<file path="src/rtl/bcu_pkg.sv">
// Shared types and helpers for the bit-count unit: operation encoding,
// FSM states and the result-width function.
package bcu_pkg;

    typedef enum logic [1:0] {
        MODE_POPCNT  = 2'b00,
        MODE_HAMMING = 2'b01,
        MODE_CLZ     = 2'b10,
        MODE_CTZ     = 2'b11
    } bcu_mode_e;

    typedef enum logic [1:0] {
        ST_IDLE = 2'b00,
        ST_RUN  = 2'b01,
        ST_DONE = 2'b10
    } bcu_state_e;

    // Bits needed to hold a count from 0 up to and including w.
    function automatic int bcu_cw(input int w);
        return $clog2(w + 1);
    endfunction

endpackage

</file>
<file path="src/rtl/bcu_chunk_count.sv">
// Combinational per-chunk counters: popcount, leading/trailing zeros, any-one.
module bcu_chunk_count #(
    parameter  int CHUNK = 8,
    localparam int CCW   = $clog2(CHUNK + 1)
) (
    input  logic [CHUNK-1:0] data,
    output logic [CCW-1:0]   popcnt,
    output logic [CCW-1:0]   lzc,
    output logic [CCW-1:0]   tzc,
    output logic             any_one
);

    logic seen_hi;
    logic seen_lo;

    always_comb begin
        popcnt  = '0;
        lzc     = '0;
        tzc     = '0;
        seen_hi = 1'b0;
        seen_lo = 1'b0;
        for (int i = 0; i < CHUNK; i++) begin
            popcnt = popcnt + CCW'(data[i]);
            if (!seen_hi && !data[CHUNK-1-i]) lzc = lzc + CCW'(1);
            if (data[CHUNK-1-i]) seen_hi = 1'b1;
            if (!seen_lo && !data[i]) tzc = tzc + CCW'(1);
            if (data[i]) seen_lo = 1'b1;
        end
        any_one = |data;
    end

endmodule

</file>
<file path="src/rtl/bit_count_unit.sv">
// Multi-cycle POPCNT / HAMMING / CLZ / CTZ unit that walks the operand
// CHUNK bits per cycle with a fixed, data-independent latency.
module bit_count_unit
    import bcu_pkg::*;
#(
    parameter  int WIDTH = 32,
    parameter  int CHUNK = 8,
    localparam int CW    = bcu_cw(WIDTH)
) (
    input  logic             clk,
    input  logic             rst,
    input  logic             in_valid,
    output logic             in_ready,
    input  logic [1:0]       mode,
    input  logic [WIDTH-1:0] src1,
    input  logic [WIDTH-1:0] src2,
    output logic             out_valid,
    input  logic             out_ready,
    output logic [CW-1:0]    result,
    output logic             busy
);

    localparam int NCHUNK = WIDTH / CHUNK;
    localparam int CNTW   = (NCHUNK > 1) ? $clog2(NCHUNK) : 1;
    localparam int CCW    = $clog2(CHUNK + 1);

    bcu_state_e       state_q, state_d;
    bcu_mode_e        mode_q, mode_d;
    logic [WIDTH-1:0] opnd_q, opnd_d;
    logic [CNTW-1:0]  cnt_q, cnt_d;
    logic [CW-1:0]    acc_q, acc_d;
    logic             found_q, found_d;
    logic [CW-1:0]    result_q, result_d;

    logic [CHUNK-1:0] chunk;
    logic [CCW-1:0]   c_pop, c_lz, c_tz;
    logic             c_any;
    logic             last_chunk;

    // The operand register shifts so the chunk under test is always at one end.
    assign chunk      = (mode_q == MODE_CLZ) ? opnd_q[WIDTH-1 -: CHUNK] : opnd_q[CHUNK-1:0];
    assign last_chunk = (cnt_q == CNTW'(NCHUNK - 1));

    bcu_chunk_count #(.CHUNK(CHUNK)) u_chunk (
        .data    (chunk),
        .popcnt  (c_pop),
        .lzc     (c_lz),
        .tzc     (c_tz),
        .any_one (c_any)
    );

    always_ff @(posedge clk) begin
        if (rst) state_q <= ST_IDLE;
        else     state_q <= state_d;
    end

    always_comb begin
        state_d = state_q;
        case (state_q)
            ST_IDLE: if (in_valid)   state_d = ST_RUN;
            ST_RUN:  if (last_chunk) state_d = ST_DONE;
            ST_DONE: if (out_ready)  state_d = ST_IDLE;
            default:                 state_d = ST_IDLE;
        endcase
    end

    always_comb begin
        in_ready  = (state_q == ST_IDLE);
        out_valid = (state_q == ST_DONE);
        busy      = (state_q != ST_IDLE);
        result    = result_q;
    end

    always_comb begin
        mode_d   = mode_q;
        opnd_d   = opnd_q;
        cnt_d    = cnt_q;
        acc_d    = acc_q;
        found_d  = found_q;
        result_d = result_q;
        case (state_q)
            ST_IDLE: begin
                if (in_valid) begin
                    mode_d  = bcu_mode_e'(mode);
                    opnd_d  = (bcu_mode_e'(mode) == MODE_HAMMING) ? (src1 ^ src2) : src1;
                    cnt_d   = '0;
                    acc_d   = '0;
                    found_d = 1'b0;
                end
            end
            ST_RUN: begin
                opnd_d = (mode_q == MODE_CLZ) ? (opnd_q << CHUNK) : (opnd_q >> CHUNK);
                cnt_d  = cnt_q + CNTW'(1);
                if (mode_q == MODE_POPCNT || mode_q == MODE_HAMMING) begin
                    acc_d = acc_q + CW'(c_pop);
                end else if (!found_q) begin
                    acc_d   = acc_q + ((mode_q == MODE_CLZ) ? CW'(c_lz) : CW'(c_tz));
                    found_d = c_any;
                end
                if (last_chunk) result_d = acc_d;
            end
            ST_DONE: begin
                if (out_ready) result_d = '0;
            end
            default: ;
        endcase
    end

    always_ff @(posedge clk) begin
        if (rst) begin
            mode_q   <= MODE_POPCNT;
            opnd_q   <= '0;
            cnt_q    <= '0;
            acc_q    <= '0;
            found_q  <= 1'b0;
            result_q <= '0;
        end else begin
            mode_q   <= mode_d;
            opnd_q   <= opnd_d;
            cnt_q    <= cnt_d;
            acc_q    <= acc_d;
            found_q  <= found_d;
            result_q <= result_d;
        end
    end

endmodule

</file>
<file path="config.mk">
export PLATFORM = sky130hd
export DESIGN_NAME = bit_count_unit
export DESIGN_NICKNAME = d
export VERILOG_FILES = /design/src/rtl/bcu_pkg.sv /design/src/rtl/bcu_chunk_count.sv /design/src/rtl/bit_count_unit.sv
export SDC_FILE = /design/constraint.sdc
export NUM_CORES = 1
export LEC_CHECK = 0
export ABC_AREA = 1
export BUFFER_PORTS_ARGS = -buffer_cell sky130_fd_sc_hd__buf_2
export CORE_AREA = 2 2 110 112
export CTS_CLUSTER_SIZE = 12
export DETAILED_ROUTE_END_ITERATION = 7
export DIE_AREA = 0 0 112 114
export HOLD_SLACK_MARGIN = 0.06
export PLACE_DENSITY = 0.58
export SLEW_MARGIN = 20
export SYNTH_ARGS = -nofsm -noshare
export SYNTH_HDL_FRONTEND = slang
export SYNTH_HIERARCHICAL = 1
export SYNTH_SLANG_ARGS = --single-unit
</file>
<file path="constraint.sdc">
create_clock -name clk -period 8 [get_ports clk]
set_clock_uncertainty 0.1 [all_clocks]
set_input_delay 0.4 -clock clk [delete_from_list [all_inputs] [get_ports clk]]
set_output_delay 0.4 -clock clk [all_outputs]
set_load 0.02 [all_outputs]
</file>
==> results by group <==
Yosys
  – Most numerous cell in the Yosys netlist: nand2_1
  – Yosys reg bits: 51
  – Post-synthesis cell area: 0.00450 mm²
  – Post-synth top area cell: dfxtp_1
  – Post-synth EDFFs: 0
  – Most used DFF post-synth: dfxtp_1
  – Async set or reset register ratio after synthesis: 0%
  – Post-Synthesis Cells: 681
  – Main combinational cell family by area after synthesis: simple AND/OR/NAND/NOR gates
  – Post-Synth Adder-Cell Area: 9.33%
  – Compound-Gate Fraction of Synth Area: 20.2%
  – Xor and xnor area share after synthesis: 3.67%
  – Netlist cell types: 40
  – Syn avg cell area: 6.61 µm²
  – Sequential-to-total area share from yosys stat: 22.7%
  – Post-synthesis mux area share: 0.250%
  – Area contributors post-synth: dfxtp_1 (23%), nand2_1 (17%), a21oi_1 (7.0%), ha_1 (6.7%), nand3_1 (6.7%)
  – Top cell type's share of synthesized area: 22.7%
  – Yosys warning total: 6
  – Post-Syn Nets: 781
  – Simple-gate area share of the yosys netlist: 32.6%
  – Post-synth top cells: nand2_1 (200), inv_1 (75), a21oi_1 (63)

Finish
  – Final core utilization: 43.3%
  – Multi-input logic area: 0.00298 mm²
  – Cell Count, Final, Fillers Out: 887
  – Nets: 840
  – Final Cell Area: 0.00507 mm²
  – ANT cells: 0
  – Share of cells above drive strength 1: 18.6%
  – Area growth from synthesis to layout: 12.6%
  – Fillers: 1,254
  – Register area: 0.00102 mm²

Clock tree
  – Clk slew on worst S/H paths: 70 ps
  – H-tree depth: 2
  – Clk buf depth: 2
  – Clock sink total: 51
  – Worst skew pair latency: 290 ps
  – Setup Buffers After CTS: 0
  – Root Buffer: clkbuf_16
  – # resized after CTS: 0
  – Clock tree from TritonCTS: done
  – Num CTS Buffers: 5
  – Cts hold-fix bufs: 0

STA
  – Period utilization: 69.9%
  – Slew @ Worst Pin: 963 ps
  – Worst slew margin: 35.1%
  – RSZ-0062 raised after global routing: no
  – FMAX: 0.179 GHz
  – Setup TNS: 0 ps
  – Final setup violation count: 0
  – Final Max Slew Viols: 0
  – Min Tclk post-route: 5590 ps
  – Final Hold Fails: 0

Place
  – Post-detail-place hpwl: 8620 µm
  – I/O Buffers: 78
  – DP Area: 0.00491 mm²
  – Inst Count DP: 880
  – GPL Wtd Cong: 0.931

Power
  – Tot Pwr: 0.00113 W
  – PD cells: 223 mW/mm²
  – Worst VDD drop: 0.0846 mV
  – P_leak: 2.41 nW

Routing
  – Via density: 5.06
  – WL final: 11,200 µm
  – Via count: 4,491
  – Drc violations: 0
  – Antenna viol nets, final: 0
  – First-pass detailed-route iteration total: 4
  – DR iter-0 viols: 172
  – Routed length per placed instance: 12.6 µm

Critical path
  – CP Capture Type: flip-flop
  – Most frequent CP cell: nand2_1
  – Critical Path Max Stage Delay: 630 ps
  – Worst Setup Start Kind: flip-flop
  – Max Fanout on Critical Path: 20
  – CP max-delay cell: o21ai_0
  – Kind of critical path: reg -> reg
  – Arrival time at the worst endpoint: 5650 ps
  – Reg-to-reg setup timing slack: 2410 ps
  – Worst Path Required: 8060 ps

Floorplan
  – Starting density of the core: 38.5%
  – Placeable Area: 0.0117 mm²
  – DIE HEIGHT: 114 µm
  – Width of the die: 112 µm
  – Full die area: 0.0128 mm²
  – Io pins: 79
  – FP Rows: 40

Global routing
  – First-pass GRT wire length: 19,800 µm
  – Vias in the first global route: 4,357
  – Met3 Usage GRT: 1.91%
  – Pin count of the biggest net entering global routing: 49
  – Global Route met2 Usage: 31.4%
  – Initial antenna violation count: 0
  – M1 GR Usage: 24.7%
  – Remaining Overflow, GRT: 0
  – Gr busiest metal: met2
  – Total GRT Usage: 18.3%

Hold path
  – Hold Crit Class: in -> reg

Job
  – Max Cap Viol: 0

Outcome
  – Status: completed
critical path, delay by kind of cell, from the launching register on:
kind,cells,cell delay (ps)
adder cells (fa/ha/maj),5,1500
buffers and inverters,7,640
multiplexers,1,140
flip-flops,1,540
AO/OA/AOI/OAI,7,1460
AND/OR/NAND/NOR,14,1070
per-stage QoR:
| stage | hold WS (ps) | setup slack, ps |
|---|---|---|
| 3_5_place_dp | 358 | 2420 |
| 3_3_place_gp | 351 | 2660 |
| 4_1_cts | 277 | 2420 |
| 2_1_floorplan | 333 | 2860 |
| 6_report | 280 | 2410 |
| 5_1_grt | 308 | 1810 |
placed cells by master (no fill, tap or decap), drive strengths merged:
master / count
a22oi: 1
nand3: 64
xnor2: 13
clkbuf: 6
nor2: 34
a41oi: 13
inv: 85
o22ai: 1
mux2: 1
a21oi: 64
a21o: 9
xor2: 5
or2: 1
bufinv: 1
a221oi: 9
ha: 24
buf: 79
nand4: 3
clkinv: 1
dfxtp: 51
nand2: 213
o21ai: 56
fa: 6
worst paths after layout:
path                                from                      to  cells past startpoint
setup / recovery  mode_q[1]$_SDFFE_PP0P_   acc_q[4]$_SDFFE_PP0P_                     34
hold / removal                   mode[0]  mode_q[0]$_SDFFE_PP0P_                      3
setup reg to reg  mode_q[1]$_SDFFE_PP0P_   acc_q[4]$_SDFFE_PP0P_                     34
hold reg to reg   result[0]$_SDFFE_PP0P_  result[0]$_SDFFE_PP0P_                      2
power breakdown:
group | switching [W] | internal (W)
registers | 0.0000230 | 0.000279
logic | 0.000374 | 0.000218
clock network | 0.0000935 | 0.000146
cell families (layout without fill, tap and decap cells):
kind of cell	after synthesis	in the layout
buffers and inverters	113	172
adders and majority gates	30	30
xor gates and xnor gates	18	18
and+or+nand+nor	315	315
DFF	51	51
muxes	1	1
AOI/OAI and AO/OA	153	153
registers in the layout (all words and copies together), names as in the netlist:
register and cells:
opnd_q 32, state_q 2, result 6, found_q 1, acc_q 6, cnt_q 2
mode_q 2
layer usage:
| metal | part of all wire, % | wire (µm) |
|---|---|---|
| met5 | 0 | 0 |
| met4 | 1.3 | 143 |
| met3 | 3.1 | 342 |
| met2 | 47 | 5230 |
| met1 | 49 | 5470 |
area by class of cell:
type,count,share of cell area (%)
Multi-Input combinational cell,517,58.7
Sequential cell,51,20.1
Timing Repair Buffer,79,7.84
Inverter,86,6.61
Tap cell,147,3.63
Clock buffer,6,2.54
Clock inverter,1,0.592
Power figures use the tool's default switching activity.
